File: config.mk
export PLATFORM = sky130hd
export DESIGN_NAME = rvb_crc_seq
export DESIGN_NICKNAME = d
export VERILOG_FILES = /design/src/rtl/rvb_crc_pkg.sv /design/src/rtl/rvb_crc_step.sv /design/src/rtl/rvb_crc_seq.sv
export SDC_FILE = /design/constraint.sdc
export NUM_CORES = 1
export LEC_CHECK = 0
export CAP_MARGIN = 20
export CORE_UTILIZATION = 30
export DETAILED_ROUTE_END_ITERATION = 8
export GPL_ROUTABILITY_DRIVEN = 0
export HOLD_SLACK_MARGIN = 0.02
export PLACE_DENSITY = 0.52
export SYNTH_ARGS = -nofsm -noshare
export SYNTH_HDL_FRONTEND = slang
export SYNTH_SLANG_ARGS = --single-unit
File: constraint.sdc
create_clock -name clock -period 2.07 [get_ports clock]
set_input_delay 0.207 -clock clock [delete_from_list [all_inputs] [get_ports clock]]
set_output_delay 0.207 -clock clock [all_outputs]
set_load 0.005 [all_outputs]
File: src/rtl/rvb_crc_pkg.sv
// Shared constants and types for the multi-cycle CRC32/CRC32C unit.
package rvb_crc_pkg;

    localparam logic [31:0] CRC32_POLY  = 32'hEDB8_8320;
    localparam logic [31:0] CRC32C_POLY = 32'h82F6_3B78;

    localparam logic [1:0] SZ_B = 2'd0;
    localparam logic [1:0] SZ_H = 2'd1;
    localparam logic [1:0] SZ_W = 2'd2;
    localparam logic [1:0] SZ_D = 2'd3;

    typedef enum logic [1:0] {
        ST_IDLE = 2'd0,
        ST_BUSY = 2'd1,
        ST_DONE = 2'd2
    } state_e;

endpackage

File: src/rtl/rvb_crc_step.sv
// Combinational fold of STEP consecutive reflected CRC shift steps.
module rvb_crc_step #(
    parameter int unsigned XLEN = 32,
    parameter int unsigned STEP = 8
) (
    input  logic [XLEN-1:0] x_i,
    input  logic [XLEN-1:0] poly_i,
    output logic [XLEN-1:0] x_o
);

    logic [XLEN-1:0] acc;

    always_comb begin
        acc = x_i;
        for (int i = 0; i < int'(STEP); i++) begin
            acc = (acc >> 1) ^ (poly_i & {XLEN{acc[0]}});
        end
        x_o = acc;
    end

endmodule

File: src/rtl/rvb_crc_seq.sv
// Multi-cycle CRC32/CRC32C for crc32[c].{b,h,w,d} with valid/ready handshake
// and back-to-back issue from the DONE state.
module rvb_crc_seq
    import rvb_crc_pkg::*;
#(
    parameter int unsigned XLEN = 32,
    parameter int unsigned STEP = 8
) (
    input  logic            clock,
    input  logic            reset,
    input  logic            din_valid,
    output logic            din_ready,
    input  logic [XLEN-1:0] din_rs1,
    input  logic            din_insn20,
    input  logic            din_insn21,
    input  logic            din_insn23,
    output logic            dout_valid,
    input  logic            dout_ready,
    output logic [XLEN-1:0] dout_rd
);

    localparam int unsigned CNT_W = $clog2(64 / STEP) + 1;

    state_e            state_q;
    logic [CNT_W-1:0]  cnt_q;
    logic [XLEN-1:0]   x_q;
    logic [XLEN-1:0]   poly_q;
    logic              valid_q;

    logic              accept;
    logic [1:0]        size_eff;
    logic [CNT_W-1:0]  cnt_load;
    logic [XLEN-1:0]   poly_sel;
    logic [XLEN-1:0]   x_fold;

    // Request decode: a doubleword op on a 32-bit core runs as a word op.
    always_comb begin
        size_eff = {din_insn21, din_insn20};
        if (XLEN == 32 && size_eff == SZ_D) begin
            size_eff = SZ_W;
        end
        cnt_load = CNT_W'((32'd8 << size_eff) / STEP);
        poly_sel = din_insn23 ? XLEN'(CRC32C_POLY) : XLEN'(CRC32_POLY);
    end

    assign din_ready = (state_q == ST_IDLE) | ((state_q == ST_DONE) & dout_ready);
    assign accept    = din_valid & din_ready;

    rvb_crc_step #(
        .XLEN (XLEN),
        .STEP (STEP)
    ) u_step (
        .x_i    (x_q),
        .poly_i (poly_q),
        .x_o    (x_fold)
    );

    always_ff @(posedge clock) begin
        if (reset) begin
            state_q <= ST_IDLE;
            cnt_q   <= '0;
            x_q     <= '0;
            poly_q  <= '0;
            valid_q <= 1'b0;
        end else if (accept) begin
            state_q <= ST_BUSY;
            cnt_q   <= cnt_load;
            x_q     <= din_rs1;
            poly_q  <= poly_sel;
            valid_q <= 1'b0;
        end else begin
            case (state_q)
                ST_BUSY: begin
                    x_q   <= x_fold;
                    cnt_q <= cnt_q - CNT_W'(1);
                    if (cnt_q == CNT_W'(1)) begin
                        state_q <= ST_DONE;
                        valid_q <= 1'b1;
                    end
                end
                ST_DONE: begin
                    if (dout_ready) begin
                        state_q <= ST_IDLE;
                        valid_q <= 1'b0;
                    end
                end
                default: begin
                end
            endcase
        end
    end

    assign dout_valid = valid_q;
    assign dout_rd    = x_q;

endmodule

# Yosys cells after proc, flatten, opt, wreduce, memory -nomap -nowiden
# Cells that the tools add are included.
# word_totals
reg_bits,71
inputBits,39
out_inout_bits,34
wordCells,55
# classes
addsub,1
n_eq_ne,8
shift,1
muxes,13
bitwise,19
n_reduce_logical,7
# op_table
operator,n
$and A32 B32 Y32,8
$xor A31 B32 Y32,8
$mux W32,2
$mux W31,1
$mux W4,2
$shl A4 B2 Y7 const A,1
$mux W2,3
$ne A3 B3 Y1 const B,2
$reduce_and A3 Y1,2
$eq A2 B2 Y1 const B,2
$eq A4 B1 Y1 const B,1
$ne A2 B2 Y1 const B,2
$pmux W2 S2,1
$reduce_bool A2 Y1,2
$sub A4 B1 Y4 const B,1
$mux W1,3
$reduce_bool A3 Y1,1
$and A1 B1 Y1,2
$eq A2 B1 Y1 const B,1
$logic_not A2 Y1,1
$pmux W1 S2,1
$reduce_or A2 Y1,1
$or A1 B1 Y1,1

# Longest topological paths before layout
# Gate-level depths: netlist of run 1.
# depth
word_depth,18
mapped_depth,10
depth_no_buf,6

# Hierarchy
# From an unflattened synthesis of run 1, not the netlist that was laid out.
# unflattened
hier_cells,1359
hier_area_um2,9047.4
# by_module_without_submodules
mod,instances,cells_per_inst,area_each_um2,seq_area_each_um2
rvb_crc_step,1,1138,7151.9,0.0
rvb_crc_seq,1,221,1895.6,820.8

# Least setup slack after synthesis of run 1
# Ideal clock, no wire load.
# synth_path
path_kind,register to register
from,reg x_q[1] (netlist: dout_rd[1])
to,reg x_q[7] (netlist: dout_rd[7])
setup_time_ns,0.128
arrival_time_ns,2.049
required_ns,1.942
path_slack_ns,-0.106
path_stages_with_launch,9
n_path_buf,2
cell_sequence,dfxtp_1 -> buf_4 -> buf_1 -> xnor3_1 -> nor2_1 -> xnor2_1 -> xnor3_1 -> a222oi_1 -> nor2_1
# synth_via
elab_chain_len,17
# synth_lines
element,line_no,text
"start, declared",rvb_crc_seq.sv:26,logic [XLEN-1:0] x_q;
"start signal, assigned",rvb_crc_seq.sv:68,x_q <= din_rs1;
"start signal, assigned",rvb_crc_seq.sv:74,x_q <= x_fold;
$xor A31 B32 Y32 (*),rvb_crc_step.sv:16,acc = (acc >> 1) ^ (poly_i & {XLEN{acc[0]}});
$and A32 B32 Y32 (*),rvb_crc_step.sv:16,
$xor A31 B32 Y32 (*),rvb_crc_step.sv:16,
$and A32 B32 Y32,rvb_crc_step.sv:16,
$xor A31 B32 Y32 (*),rvb_crc_step.sv:16,
$and A32 B32 Y32,rvb_crc_step.sv:16,
$xor A31 B32 Y32 (*),rvb_crc_step.sv:16,
$and A32 B32 Y32,rvb_crc_step.sv:16,
$xor A31 B32 Y32 (*),rvb_crc_step.sv:16,
$and A32 B32 Y32,rvb_crc_step.sv:16,
$xor A31 B32 Y32 (*),rvb_crc_step.sv:16,
$and A32 B32 Y32,rvb_crc_step.sv:16,
$xor A31 B32 Y32 (*),rvb_crc_step.sv:16,
$and A32 B32 Y32,rvb_crc_step.sv:16,
$xor A31 B32 Y32 (*),rvb_crc_step.sv:16,
$mux W32 (*),rvb_crc_seq.sv:72,case (state_q)
$mux W32 (*),rvb_crc_seq.sv:65,end else if (accept) begin
# Mark *: on every way between the ends. The rest lies on a longest branch, timed or not. The select of a mux whose other input is x is not followed.
# A chain may end at the register's enable or synchronous reset.

# Worst setup path in the final report of run 1
# layout_path
from,reg x_q[0] (netlist: dout_rd[0])
to,reg x_q[23] (netlist: dout_rd[23])
# layout_via
elab_chain_len,18
# layout_lines
element,line_no
$and A32 B32 Y32 (*),rvb_crc_step.sv:16
$xor A31 B32 Y32 (*),rvb_crc_step.sv:16
$and A32 B32 Y32,rvb_crc_step.sv:16
$xor A31 B32 Y32 (*),rvb_crc_step.sv:16
$and A32 B32 Y32,rvb_crc_step.sv:16
$xor A31 B32 Y32 (*),rvb_crc_step.sv:16
$and A32 B32 Y32,rvb_crc_step.sv:16
$xor A31 B32 Y32 (*),rvb_crc_step.sv:16
[... 2 more ...],-
$and A32 B32 Y32,rvb_crc_step.sv:16
$xor A31 B32 Y32 (*),rvb_crc_step.sv:16
$and A32 B32 Y32,rvb_crc_step.sv:16
$xor A31 B32 Y32 (*),rvb_crc_step.sv:16
$and A32 B32 Y32,rvb_crc_step.sv:16
$xor A31 B32 Y32 (*),rvb_crc_step.sv:16
$mux W32 (*),rvb_crc_seq.sv:72
$mux W32 (*),rvb_crc_seq.sv:65
# Marked as above.

==> results of run 1 <==
[what timing repair did]
action                                  4_1_cts  5_1_grt
hold buffers                                  0        0
pin swaps                                    31       41
endpoints found under the setup margin       20       29
cloned                                        1        1
setup buffers                                23        9
resized for setup                            45       50
[layout by cell type, fill, tap and decap left out, types with 3 or more instances in the layout]
cell type,instances
a211oi_1,4
a21oi_1,18
a222oi_1,7
a22oi_1,21
a32o_1,3
and2_1,3
buf_12,6
buf_4,100
buf_6,20
clkbuf_16,5
clkdlybuf4s50_1,72
dfxtp_1,32
dfxtp_2,5
dfxtp_4,4
inv_1,6
nand2_1,39
nand2_2,3
nand2_4,3
nand2b_1,5
nand3_1,4
nor2_1,23
nor2b_1,4
o211ai_1,3
o21a_1,3
o21ai_0,11
o22ai_1,21
o2bb2ai_1,3
xnor2_1,47
xnor2_2,9
xnor2_4,7
xnor3_1,23
xor2_1,18
xor2_2,4
xor2_4,5
xor3_1,3
[worst reg2reg max path, delay by kind of cell, from the launching register on]
| family | cells | cell delay [ns] |
|---|---|---|
| AOI/OAI and AO/OA | 2 | 0.49 |
| DFF | 1 | 0.38 |
| xor gates and xnor gates | 3 | 0.83 |
| and+or+nand+nor | 1 | 0.23 |
| buffers and inverters | 1 | 0.17 |
[cells by family after synthesis]
family / Yosys count
xor+xnor: 117
compound gates: 114
simple gates: 105
buf+inv: 48
flops: 41
mux: 5
fa+ha+maj: 2
[worst max-delay path by stage]
| stage | end | start | cells after the start | slack (ns) |
|---|---|---|---|---|
| after global routing | dout_rd[31] | dout_rd[1] | 10 | -0.20 |
| after global placement | dout_rd[23] | dout_rd[0] | 6 | -0.12 |
| after detailed placement | dout_rd[5] | dout_rd[0] | 7 | -0.18 |
| final | dout_rd[23] | dout_rd[0] | 7 | -0.12 |
| after floorplan | dout_rd[21] | poly_q[23] | 7 | -0.01 |
| after CTS | dout_rd[23] | dout_rd[2] | 7 | -0.18 |
[power by group]
group          internal [mW]  total, mW  switching, mW  leakage (nW)
logic                   1.29       2.25          0.958          2.20
clock network          0.448      0.810          0.362        0.0631
registers              0.877      0.997          0.120         0.342
total                   2.61       4.05           1.44          2.61
[routing by layer]
| metal | GRT usage | up-vias | share of wire |
|---|---|---|---|
| met5 | 0 | - | 0 |
| met4 | 0.0745 | 0 | 0.030 |
| met3 | 0.0262 | 26 | 0.051 |
| met2 | 0.374 | 131 | 0.48 |
| met1 | 0.289 | 1939 | 0.44 |
| li1 | - | 1858 | - |
[per-stage QoR]
stage               instances  setup TNS, ns  cell area (µm²)  setup slack, ns  total power, mW
global route              772          -1.63             6330           -0.200             4.25
finish                    772         -0.572             6330           -0.122             4.05
global placement          734          -1.03             5470           -0.119             2.90
detailed placement        734          -1.25             5470           -0.177             2.91
floorplan                 432        -0.0156             3930          -0.0126             2.12
CTS                       764          -1.17             6030           -0.179             3.90
[flip-flops by register name, summed over array words and instances, names as in the netlist]
signal   cells
dout_rd     32
poly_q       3
cnt_q        4
state_q      2
[area by class of cell]
class | count | area [µm²] | share of cell area
clock inverter | 2 | 15.0 | 0.00237
clock buffer | 6 | 129 | 0.0204
timing repair buffer | 201 | 1860 | 0.295
multi-input combinational | 343 | 3230 | 0.511
tap | 172 | 215 | 0.0340
inverter | 7 | 27.5 | 0.00435
sequential | 41 | 842 | 0.133
==> run metrics, run 1 <==
status complete, but fails checks; failing checks negative setup slack; Initial Util 0.306; EDFF count, synth 0; cell with the most instances after synthesis xnor2_1; XOR/XNOR Fraction of Synth Area 0.377; cell mode on critical path xnor3_1; CP cell instances xnor3_1, o211ai_1, buf_4, and3_4, xnor2_4, xnor3_1, a2111oi_2; Clock Latency Late Sink 0.30 ns; Tmin final 2.19 ns; clock skew 0.00564 ns; relative slew slack 0.724; Std-Cell Rows 41; Final Hold Vio Count 0; Post-synth top flop dfxtp_1; TritonCTS clock tree done; r2r worst-path depth 7; Vias 3954; Wirelength per Cell 18.7 µm; I/O pins 73; synth top area cells dfxtp_1 21%, xnor2_1 14%, xnor3_1 13%; Worst Tran Pin Value 0.412 ns; top-area cell type share of the netlist area 0.212; CP Max Fanout 6; NumNets Final 640; post-synth top area cell dfxtp_1; Cells after Synth 432; Max Slew Vio Count 0; Synth top cells by count 60 x xnor2_1, 45 x nand2_1, 41 x dfxtp_1; Crit path max-delay family XOR/XNOR gates; FF-to-FF End dout_rd[23]; Peak supply drop 356 µV; Buf+Inv Stages, Crit Path 1; Worst R2R Start dout_rd[0]; Area Overhead vs Synth 63.6%; # setup viols final 9; Worst path slowest cell xnor3_1; Die Ht 116 µm; leakage 2.61 nW; H-Tree Level Count 2; Die X 116 µm; total of max-cap violations 0; CTS Buf Count 5; register area share after synthesis 0.212; hold wc startpoint cnt_q[2]; CTS clk-pin slew, worst paths 0.07 ns; largest family of logic cells by synthesized area XOR/XNOR gates; first-pass GRT wire length 21.9 mm; largest net degree at the start of global routing 30; hpwl dp 10.7 mm; root buffer cell clkbuf_16; synthesized cell area 0.00387 mm²; slowest cell delay on critical path 0.44 ns; CTS Buffer Depth 2; fraction of final layout cells sized beyond drive strength 1 0.337; Setup WS post-layout -0.122 ns; remaining antenna violation count after routing 0; Hold Path End cnt_q[2]; Iter 0 DRT Violations 253; GRT Util Overall 0.220; Post-Synth Adder-Cell Area 0.00647; Synth Net Count 473; Yosys warnings 0; port bufs 72; critical path type reg2reg; # DRC 0; vias per inst 5.12; Core Area 0.0126 mm²; mux cell area share after synthesis 0.0136; register bit total from synthesis 41; fin crit share 1.06; # diodes 0; r2r setup slk -0.12 ns; Synth Area in Simple Gates 0.127; Avg Cell Area, Syn 8.95 µm²; Critical Path RT 2.27 ns; worst hold path class reg2reg; fin util 0.501; count of different cell masters after synthesis 61; max frequency 456 MHz; # clock sinks 41; final hold slack 0.510 ns; Fill cells 1178; Synth Area in Compound Gates 0.208; first drt pass iteration count 5; initial antenna violation count 0; grt total ovfl 0; Worst setup EP type register; startpoint types register; Hold Path Depth 2; RSZ-0062 raised after global routing yes; Worst EP arrival 2.39 ns; vias in the first global route 3943; pwr dens 641 mW/mm²; asr flop ratio synth 0; full die area 0.0133 mm²; drt total wl 14.5 mm
Note: power is estimated with default switching activity, not from simulation.
==> run 2, diff against run 1 <==
PLACE_DENSITY = not set   (was 0.52)
clock period = 1.8 ns   (was 2.07 ns; I/O delays follow)
==> run 2 against run 1 <==
Against the previous run:
- sequential power up 16%
- die area unchanged
- the run still ends with negative setup slack left
- clock power up 32%
- wire length up 0.30%
- largest cell class unchanged
- first-iteration DRC count down 5.5%
- sequential cell count unchanged
- power up 23%
- critical path depth unchanged
- worst setup slack worse by 0.21 ns
- highest routed layer unchanged
==> run metrics, run 2 (synthesis results as in run 1) <==
Initial Util 0.306 (unchanged); Internal 3.26 mW (+25%); Worst path slowest cell dfxtp_4; # diodes 0 (unchanged); met3 Resource Use GR 0.0293 (+0.00314); max reg flops 32 (unchanged); commonest non-fill, non-tap cell in the layout buf_4; Clk pwr share 0.214 (+0.014); GR peak layer met2; CTS Buffer Depth 2 (unchanged); Crit path max-delay family XOR/XNOR gates; r2r setup slk -0.34 ns (-0.21 ns); Iter 0 DRT Violations 239 (-5.5%); GRT met2 Usage 0.386 (+0.0124); grt total ovfl 0 (unchanged); Setup WS post-layout -0.336 ns (-0.214 ns); Sw Ratio 0.348 (-0.00724); max frequency 468 MHz (+2.6%); clock skew 0.00661 ns (+0.000969 ns); status complete, but fails checks; Core Area 0.0126 mm² (unchanged); fin crit share 1.19 (+0.128); Buf+Inv Stages, Crit Path 1 (unchanged); Worst Tran Pin Value 0.483 ns (+0.0704 ns); CP cell instances buf_12, xor2_4, nand2_4, xnor3_1, nand2_1, xnor3_1, a2111oi_2; RSZ-0062 raised after global routing yes; # DRC 0 (unchanged); total power 4.99 mW (+23%); Gate power share 0.553 (about the same); GRT Util Overall 0.222 (+0.00199); Final Hold Vio Count 0 (unchanged); met1 Use GR 0.270 (-0.0188); placed instance count 735 (+0.14%); setup tns final -5.51 ns (-4.94 ns); hpwl dp 10.5 mm (-1.9%); CP startpoint dout_rd[1]; pwr dens 751 mW/mm² (+17%); fin cells 774 (+0.26%); Critical Path Stages 7 (unchanged); port bufs 72 (unchanged); Vias 3994 (+1.0%); I/O pins 73 (unchanged); P_sw 1.74 mW (+21%); Worst R2R Start dout_rd[1]; Critical Path RT 2.00 ns (-0.27 ns); CP Max Fanout 7 (+1); # setup viols final 31 (+22); fin util 0.527 (+0.0260); CTS Buf Count 5 (unchanged); Worst setup EP type register; cell mode on critical path xnor3_1; failing checks negative setup slack; CTS clk-pin slew, worst paths 0.07 ns (about the same); r2r worst-path depth 7 (unchanged); largest net degree at the start of global routing 25 (-17%); H-Tree Level Count 2 (unchanged); vias in the first global route 4075 (+3.3%); # clock sinks 41 (unchanged); worst hold path class in2reg; Area Overhead vs Synth 72.0%; worst setup path end dout_rd[23]; vias per inst 5.16 (+0.75%); startpoint types register; Worst EP arrival 2.33 ns (-0.06 ns); drt total wl 14.5 mm (+0.30%); FF-to-FF End dout_rd[23]; CTS Hold Bufs 0 (unchanged); Post-Place Worst Slack -0.383 ns (-0.206 ns); Peak supply drop 539 µV (+51%); first drt pass iteration count 5 (unchanged); Clock Latency Late Sink 0.30 ns (about the same); Seq pwr share 0.233 (-0.013); root buffer cell clkbuf_16; initial antenna violation count 0 (unchanged); Std-Cell Rows 41 (unchanged); Max Slew Vio Count 0 (unchanged); leakage 2.75 nW (+5.5%); Die Ht 116 µm (unchanged); most frequent cells in the layout 90 x buf_4, 72 x clkdlybuf4s50_1, 37 x nand2_1, 34 x buf_6; Tmin final 2.14 ns (-0.0562 ns); total of max-cap violations 0 (unchanged); first-pass GRT wire length 22.0 mm (+0.16%); critical path type reg2reg; Die X 116 µm (unchanged); relative slew slack 0.677 (-0.0471); full die area 0.0133 mm² (unchanged); remaining antenna violation count after routing 0 (unchanged); fraction of final layout cells sized beyond drive strength 1 0.387 (+0.0504); NumNets Final 642 (+0.31%); Wirelength per Cell 18.8 µm (about the same); slowest cell delay on critical path 0.43 ns (about the same); TritonCTS clock tree done
## run 2: worst min path at each step
stage | slack, ns | cells after the start | endpoint | startpoint
after floorplan | 0.31 | 2 | poly_q[25] | din_insn23
after global placement | 0.47 | 2 | cnt_q[2] | cnt_q[2]
after detailed placement | 0.49 | 2 | cnt_q[2] | cnt_q[2]
after CTS | 0.47 | 3 | poly_q[25] | din_insn23
after global routing | 0.50 | 3 | poly_q[25] | din_insn23
final | 0.47 | 3 | poly_q[25] | din_insn23
## run 2: area by class of cell
cell class / count / area (µm²)
clock buffers: 5 / 125
clock inverters: 3 / 46.3
fillers: 1081 / 5970
inverters: 7 / 27.5
multi-input cells: 343 / 3490
flip-flops and latches: 41 / 848
well taps: 172 / 215
repair buffers: 203 / 1900
## run 2: repair_timing
| item | CTS | global route |
|---|---|---|
| setup buffers | 25 | 12 |
| gates resized for setup | 100 | 34 |
| setup endpoints to repair | 32 | 32 |
| pin swaps | 53 | 43 |
## run 2: power by group through the flow
stage / logic [mW] / clock network (mW) / registers, mW
global placement: 2.13 / 0 / 1.18
finish: 2.76 / 1.07 / 1.16
floorplan: 1.37 / 0 / 1.12
CTS: 2.58 / 1.08 / 1.16
global route: 2.92 / 1.13 / 1.18
detailed placement: 2.16 / 0 / 1.18
## run 2: routing by layer
metal | part of all wire | vias up
met5 | 0 | -
met4 | 0.041 | 0
met3 | 0.048 | 36
met2 | 0.49 | 139
met1 | 0.42 | 1959
li1 | - | 1860
## run 2: worst reg2reg max path, stage by stage, from the launching register on
cell and delay, ns:
dfxtp_4 0.43, buf_12 0.13, xor2_4 0.20, nand2_4 0.13, xnor3_1 0.42, nand2_1 0.08
xnor3_1 0.35, a2111oi_2 0.29
## run 2: through the flow
step                      hold WS, ns  instance area, µm²
after global routing            0.500                6650
after CTS                       0.468                6370
after global placement          0.474                5500
final                           0.469                6650
after detailed placement        0.494                5500
after floorplan                 0.308                4040
==> run 3, diff against run 2 <==
HOLD_SLACK_MARGIN = not set   (was 0.02)
==> results of run 3 <==
Same layout as run 2: the final DEF is identical, and so are final timing and power.
